File: src/rtl/prog_loader.sv
`default_nettype none
// ============================================================================
//  Module   : prog_loader
//  Purpose  : UART-to-memory loader. Consumes a byte stream of
//             [len_hi, len_lo, N words MSB-first, optional checksum] and
//             issues one single-cycle memory write per word at consecutive
//             addresses starting at 0.
//  Revision : 1.0  initial release
// ----------------------------------------------------------------------------
//  Parameters
//    B        word width in bits (multiple of 8)
//    W        memory address width (capacity 2**W words, W <= 16)
//    TIMEOUT  max clk cycles between rx bytes while busy
//  Ports
//    clk           system clock, rising edge
//    reset         asynchronous, active-low reset
//    load_start    one-cycle pulse, arms the loader when idle
//    rx_done_tick  one-cycle pulse, rx_data holds a new byte
//    rx_data       received byte
//    wr_en         memory write strobe, one cycle per word
//    w_addr        memory write address
//    w_data        memory write data
//    busy          high while a load is in progress
//    load_done     one-cycle completion pulse
//    load_err      sticky error flag, cleared by the next accepted start
//    words_loaded  words written in the current/last load
//  Configuration
//    PROG_LOADER_CHECKSUM_EN  adds a trailing XOR checksum byte check
// ============================================================================
module prog_loader #(
  parameter int B       = 16,
  parameter int W       = 11,
  parameter int TIMEOUT = 100000
) (
  input  logic         clk,
  input  logic         reset,
  input  logic         load_start,
  input  logic         rx_done_tick,
  input  logic [7:0]   rx_data,
  output logic         wr_en,
  output logic [W-1:0] w_addr,
  output logic [B-1:0] w_data,
  output logic         busy,
  output logic         load_done,
  output logic         load_err,
  output logic [W:0]   words_loaded
);

  localparam int          NB  = B / 8;
  localparam int          BCW = (NB > 1) ? $clog2(NB) : 1;
  localparam int          TW  = $clog2(TIMEOUT + 1);
  localparam logic [31:0] CAP = 32'(2 ** W);

  typedef enum logic [2:0] {
    IDLE,
    LEN_HI,
    LEN_LO,
    DATA
`ifdef PROG_LOADER_CHECKSUM_EN
    , CHK
`endif
  } state_t;

  state_t         state;
  logic [7:0]     len_hi;
  logic [15:0]    len;
  logic [B-1:0]   word;
  logic [BCW-1:0] byte_cnt;
  logic [TW-1:0]  tmo_cnt;
`ifdef PROG_LOADER_CHECKSUM_EN
  logic [7:0]     chk;
`endif

  logic [15:0]    hdr_len;
  logic [B-1:0]   word_next;
  logic [W:0]     count_next;
  logic           last_byte;
  logic           last_word;
  logic           tmo_hit;

  assign hdr_len    = {len_hi, rx_data};
  assign word_next  = (word << 8) | B'(rx_data);
  assign count_next = words_loaded + (W+1)'(1);
  assign last_byte  = (byte_cnt == BCW'(NB - 1));
  assign last_word  = (32'(count_next) == 32'(len));
  // TIMEOUT consecutive cycles without a byte
  assign tmo_hit    = (tmo_cnt == TW'(TIMEOUT - 1));

  always_ff @(posedge clk or negedge reset) begin
    if (!reset) begin
      state        <= IDLE;
      len_hi       <= '0;
      len          <= '0;
      word         <= '0;
      byte_cnt     <= '0;
      tmo_cnt      <= '0;
`ifdef PROG_LOADER_CHECKSUM_EN
      chk          <= '0;
`endif
      wr_en        <= 1'b0;
      w_addr       <= '0;
      w_data       <= '0;
      busy         <= 1'b0;
      load_done    <= 1'b0;
      load_err     <= 1'b0;
      words_loaded <= '0;
    end else begin
      wr_en     <= 1'b0;
      load_done <= 1'b0;
      if (state == IDLE) begin
        // Any rx byte in the same cycle as the start is intentionally dropped
        if (load_start) begin
          state        <= LEN_HI;
          busy         <= 1'b1;
          load_err     <= 1'b0;
          words_loaded <= '0;
          byte_cnt     <= '0;
          tmo_cnt      <= '0;
`ifdef PROG_LOADER_CHECKSUM_EN
          chk          <= '0;
`endif
        end
      end else if (rx_done_tick) begin
        tmo_cnt <= '0;
        case (state)
          LEN_HI: begin
            len_hi <= rx_data;
            state  <= LEN_LO;
          end
          LEN_LO: begin
            if (hdr_len == 16'd0) begin
              load_done <= 1'b1;
              busy      <= 1'b0;
              state     <= IDLE;
            end else if ({16'd0, hdr_len} > CAP) begin
              // Rejecting here guarantees the address never wraps
              load_err <= 1'b1;
              busy     <= 1'b0;
              state    <= IDLE;
            end else begin
              len   <= hdr_len;
              state <= DATA;
            end
          end
          DATA: begin
`ifdef PROG_LOADER_CHECKSUM_EN
            chk <= chk ^ rx_data;
`endif
            word <= word_next;
            if (last_byte) begin
              byte_cnt     <= '0;
              wr_en        <= 1'b1;
              w_data       <= word_next;
              w_addr       <= words_loaded[W-1:0];
              words_loaded <= count_next;
              if (last_word) begin
`ifdef PROG_LOADER_CHECKSUM_EN
                state <= CHK;
`else
                load_done <= 1'b1;
                busy      <= 1'b0;
                state     <= IDLE;
`endif
              end
            end else begin
              byte_cnt <= byte_cnt + BCW'(1);
            end
          end
`ifdef PROG_LOADER_CHECKSUM_EN
          CHK: begin
            if (rx_data == chk) load_done <= 1'b1;
            else                load_err  <= 1'b1;
            busy  <= 1'b0;
            state <= IDLE;
          end
`endif
          default: begin
            busy  <= 1'b0;
            state <= IDLE;
          end
        endcase
      end else if (tmo_hit) begin
        load_err <= 1'b1;
        busy     <= 1'b0;
        tmo_cnt  <= '0;
        state    <= IDLE;
      end else begin
        tmo_cnt <= tmo_cnt + TW'(1);
      end
    end
  end

endmodule
`default_nettype wire
File: config.mk
export PLATFORM = sky130hd
export DESIGN_NAME = prog_loader
export DESIGN_NICKNAME = d
export VERILOG_FILES = /design/src/rtl/prog_loader.sv
export SDC_FILE = /design/constraint.sdc
export NUM_CORES = 1
export LEC_CHECK = 0
export CORE_MARGIN = 2
export CORE_UTILIZATION = 60
export DETAILED_ROUTE_END_ITERATION = 8
export HOLD_SLACK_MARGIN = 0.05
export PLACE_DENSITY_LB_ADDON = 0.05
export SLEW_MARGIN = 20
export SYNTH_ARGS = -nofsm -noshare
export SYNTH_HDL_FRONTEND = slang
export SYNTH_SLANG_ARGS = --single-unit
File: constraint.sdc
create_clock -name clk -period 7.18 [get_ports clk]
set_clock_uncertainty 0.2 [all_clocks]
set_input_delay 1.436 -clock clk [delete_from_list [all_inputs] [get_ports clk]]
set_output_delay 1.436 -clock clk [all_outputs]
set_load 0.02 [all_outputs]
Yosys cells after proc, flatten, opt, wreduce, memory -nomap -nowiden
Index checks and enable logic that the tools add are counted.
- bits in registers: 96
- output and inout bits: 43
- logic and storage cells: 97
- add/sub/neg operators: 3
- $lt $le $gt $ge: 1
- eq/ne operators: 13
- multiplexer cells: 48
- bitwise gates (word level): 4
- reduce and logical (&&, ||, !) cells: 15
- operators by type and width (cell ; count):
    17-bit two-way mux ; 4
    12-bit two-way mux ; 5
    1-bit two-way mux ; 28
    3-bit two-way mux ; 6
    17-bit by 1-bit adder with 17-bit output, second input constant ; 1
    17-bit equality test, second input constant ; 1
    12-bit by 16-bit equality test with 1-bit output ; 1
    16-bit by 12-bit > comparator with 1-bit output, second input constant ; 1
    16-bit logical NOT ; 1
    16-bit by 8-bit bitwise OR with 16-bit output ; 1
    12-bit by 1-bit adder with 12-bit output, second input constant ; 1
    4-bit AND reduction ; 3
    5-bit AND reduction ; 2
    3-bit case mux with 3 select lines ; 1
    3-bit AND reduction ; 3
    4-bit != test, second input constant ; 2
    3-bit by 2-bit equality test with 1-bit output, second input constant ; 2
    3-bit by 1-bit != test with 1-bit output, second input constant ; 2
    3-bit != test, second input constant ; 2
    6-bit AND reduction ; 1
    2-bit nonzero test ; 3
    5-bit != test, second input constant ; 1
    2-bit two-way mux ; 2
    3-bit by 1-bit equality test with 1-bit output, second input constant ; 1
    7 further kinds ; 9

Depth between registers and ports, before layout
- depth after elaboration: 7
- depth in mapped cells: 8
- depth with buffers taken out: 8

Worst setup path after synthesis
Ideal clock, no wire load.
- path type: input-to-reg
- start: input rx_data[2]
- end: register len[7]
- arrival: 3.034 ns
- setup slack: 3.821 ns
- stages: 6
- buffers on the path: 1
- cells stage by stage: nor4_1 > nand3_1 > xor2_1 > nor4b_4 > buf_2 > mux2_2
- cells in the longest elaborated chain, start to end: 3
- ends and longest elaborated chain (item ; line ; RTL):
    start, declared ; 39 ; input logic [7:0] rx_data,
    16-bit by 12-bit > comparator with 1-bit output or 16-bit logical NOT (tied branches) ; 135, 131 ;
    1-bit inverter (no line) ; n/a ;
    5-bit AND reduction (no line) (*) ; n/a ;
    end signal, assigned ; 141 ; len <= hdr_len;
    end, declared ; 66 ; logic [15:0] len;
Every way passes the cells marked *; elsewhere a longest branch is shown, timed or not.
A chain may end at the register's enable or synchronous reset.

Final worst setup path
- start: input rx_data[0]
- end: register len[4]
The elaborated chain is that of the path after synthesis.

==> results_dict.tcl <==
set metrics [dict create \
    synth-seq-cells 95 \
    end_kind "flop" \
    route.detailed.drc 0 \
    synth.cell_area_mm2 0.004562 \
    wire_per_inst_um 17.23 \
    totalPowerFinal_mw 1.524 \
    cts_resized 0 \
    cts_tree "built" \
    cp-start-kind "input port" \
    power.density_mw_per_mm2 285.0 \
    ys_types 58 \
    slowest_stage "nor4b_4" \
    grt.total_usage_pct 25.07 \
    cts-root-buf "clkbuf_8" \
    wl_mm 9.598 \
    gp_congestion 0.8510 \
    fmax_mhz 257.6 \
    dieArea_mm2 0.008317 \
    drv_cap 0 \
    io_pins 55 \
    crit_required_ps 7220 \
    core_mm2 0.007292 \
    hp-start "w_addr[8]$_DFFE_PN0P_" \
    cts_sinks 95 \
    nets 471 \
    synth_top_flop_cell "dfrtp_1" \
    regToRegEndpoint "tmo_cnt[11]$_DFFE_PN0P_" \
    timing.final.crit_share_pct 54.06 \
    critPathTopFamily "simple AND/OR/NAND/NOR gates" \
    grt_pass1_vias 3302 \
    crit_chain "clkdlybuf4s50_1 > nor4_1 > nand3_1 > xor2_1 > nor4b_4 > mux2_2" \
    cp_num_buf_inv 1 \
    irDropWorstVdd_v 0.0001671 \
    hold_class "flop to flop" \
    hold_violations 0 \
    critPathMaxFanout 18 \
    die_x_um 91.20 \
    r2r_cells 7 \
    synth_seq_area_share_pct 52.11 \
    yosys_warnings 0 \
    clock_path_buffers 2 \
    min_to "w_addr[8]$_DFFE_PN0P_" \
    tightest_slew_ps 1016 \
    final_antenna_net_count 0 \
    globalRouteOverflowTotal 0 \
    netlist_instances 403 \
    die_y_um 91.20 \
    grt_max_degree 51 \
    htree_num_levels 3 \
    numCtsBuffers 9 \
    rr_startpoint "state[1]$_DFFE_PN0P_" \
    syn-num-nets 421 \
    worst_path_largest_cell_delay_ps 840 \
    portBuffers 54 \
    r2r_slack_ps 4040 \
    first_iter_violations 213 \
    drive_gt1_share_pct 17.47 \
    leakagePower_nw 2.328 \
    dpl.hpwl_mm 6.847 \
    rows 31 \
    antenna_found_initial 0 \
    postCtsHoldBufs 0 \
    criticalPathCategory "input port to flop" \
    diodes 0 \
    outcome "finished clean" \
    area_growth_pct 17.17 \
    critPathArrivalTime_ps 3930 \
    start_util_pct 62.56 \
    setup_viol 0 \
    nFillCells 578 \
    avgViaCountPerCell 5.939 \
    whs_path_depth 2 \
    avgSynthCellArea_um2 11.32 \
    clkTransAtPathRegs_ps 100 \
    rsz0062_at_grt "no" \
    clk_latency_ps 360 \
    post_cts_buffers 0 \
    slew_headroom_pct 32.12 \
    slew_viol_final 0 \
    dr.pass1.iters 6 \
    fin_setup_tns_ps 0 \
    route.vias.total 3308 \
    synth_edf_count 0 \
    grt_pass1_wl_mm 16.62 \
    min_period_ps 3882 \
    async_flop_share_pct 100.0 \
]
==> how the worst max path moves through the flow <==
stage	start	to	slack (ps)	depth (start not counted)
floorplan	rx_data[2]	len[7]$_DFFE_PN0P_	3820	6
detailed placement	rx_data[0]	len[4]$_DFFE_PN0P_	2970	6
CTS	rx_data[0]	len[4]$_DFFE_PN0P_	3330	6
global route	rx_data[0]	len[4]$_DFFE_PN0P_	3130	6
finish	rx_data[0]	len[4]$_DFFE_PN0P_	3300	6
global placement	rx_data[0]	len[9]$_DFFE_PN0P_	3020	6
==> flip-flops by register name, indices dropped and copies added (netlist names) <==
register	cells
wr_en	1
tmo_cnt	17
words_loaded	12
byte_cnt	1
state	2
w_addr	11
len_hi	8
w_data	16
len	16
busy	1
load_done	1
word	8
load_err	1
==> cells by family (layout without fill, tap and decap cells) <==
logic type | Yosys count | count (layout) | share of synthesized area [%]
AND/OR/NAND/NOR | 119 | 119 | 14.65
XOR/XNOR | 19 | 19 | 3.648
flip-flops | 95 | 95 | 52.11
buffers and inverters | 26 | 81 | 2.441
adder cells (fa/ha/maj) | 6 | 6 | 1.646
AO/OA/AOI/OAI | 81 | 81 | 11.52
multiplexers | 57 | 57 | 13.99
==> cell usage after synthesis (all sizes together), types with 7 or more instances <==
cell	number	area (um2)
dfrtp	95	2377
mux2	54	608.1
o21ai	34	170.2
nand2	30	112.6
nor2	20	75.07
o31ai	14	110.1
xnor2	12	105.1
a21oi	11	58.81
nand3	11	67.57
buf	10	51.30
inv	9	33.78
and3	8	50.05
clkbuf	7	26.28
nor2b	7	43.79
xor2	7	61.31
==> cell type report <==
type,instances,area (um2),share of cell area [%]
clock buffer,9,123.9,2.317
multi-input combinational,282,2073,38.79
clock inverter,7,60.06,1.124
inverter,9,33.78,0.6320
timing repair buffer,56,553.0,10.35
tap,99,123.9,2.317
sequential,95,2377,44.48
==> worst min-delay path, stage by stage (launching register included) <==
cell     delay, ps
dfrtp_1        350
nand2_1         50
o21ai_0         70
==> cells in the final DEF, fill, tap and decap left out, types with 9 or more instances in the layout <==
master | netlist | layout
mux2_2 | 54 | 54
clkdlybuf4s50_1 | 0 | 53
xnor2_1 | 12 | 12
dfrtp_1 | 95 | 95
o21ai_0 | 34 | 34
nor2_1 | 20 | 20
inv_1 | 9 | 9
nand2_1 | 30 | 30
a21oi_1 | 10 | 10
o31ai_1 | 13 | 13
nand3_1 | 10 | 10
clkbuf_8 | 0 | 9
==> stage by stage <==
stage	area [um2]	instances	setup slack (ps)	hold WS [ps]	utilization, %
after CTS	5345	557	3329	302.9	73.30
after global routing	5345	557	3134	330.7	73.30
after global placement	5161	541	3017	276.5	70.78
final	5345	557	3298	299.7	73.30
after detailed placement	5161	541	2968	278.4	70.78
after floorplan	4562	403	3821	260.4	-
==> routing by layer <==
metal	up-vias	global-route usage (%)	routed length, um	share of wire, %
met2	94	39.81	4566	48
met1	1635	36.79	4419	46
li1	1570	-	-	-
met5	-	0	0	0
met4	0	6.439	96	1.0
met3	9	3.402	515	5.4
==> report_power, final <==
group | internal, mW | switching, mW | leakage (nW)
clock network | 0.134 | 0.203 | 0.0969
registers | 0.633 | 0.0843 | 1.28
logic | 0.218 | 0.252 | 0.951
Power figures use the tool's default switching activity.
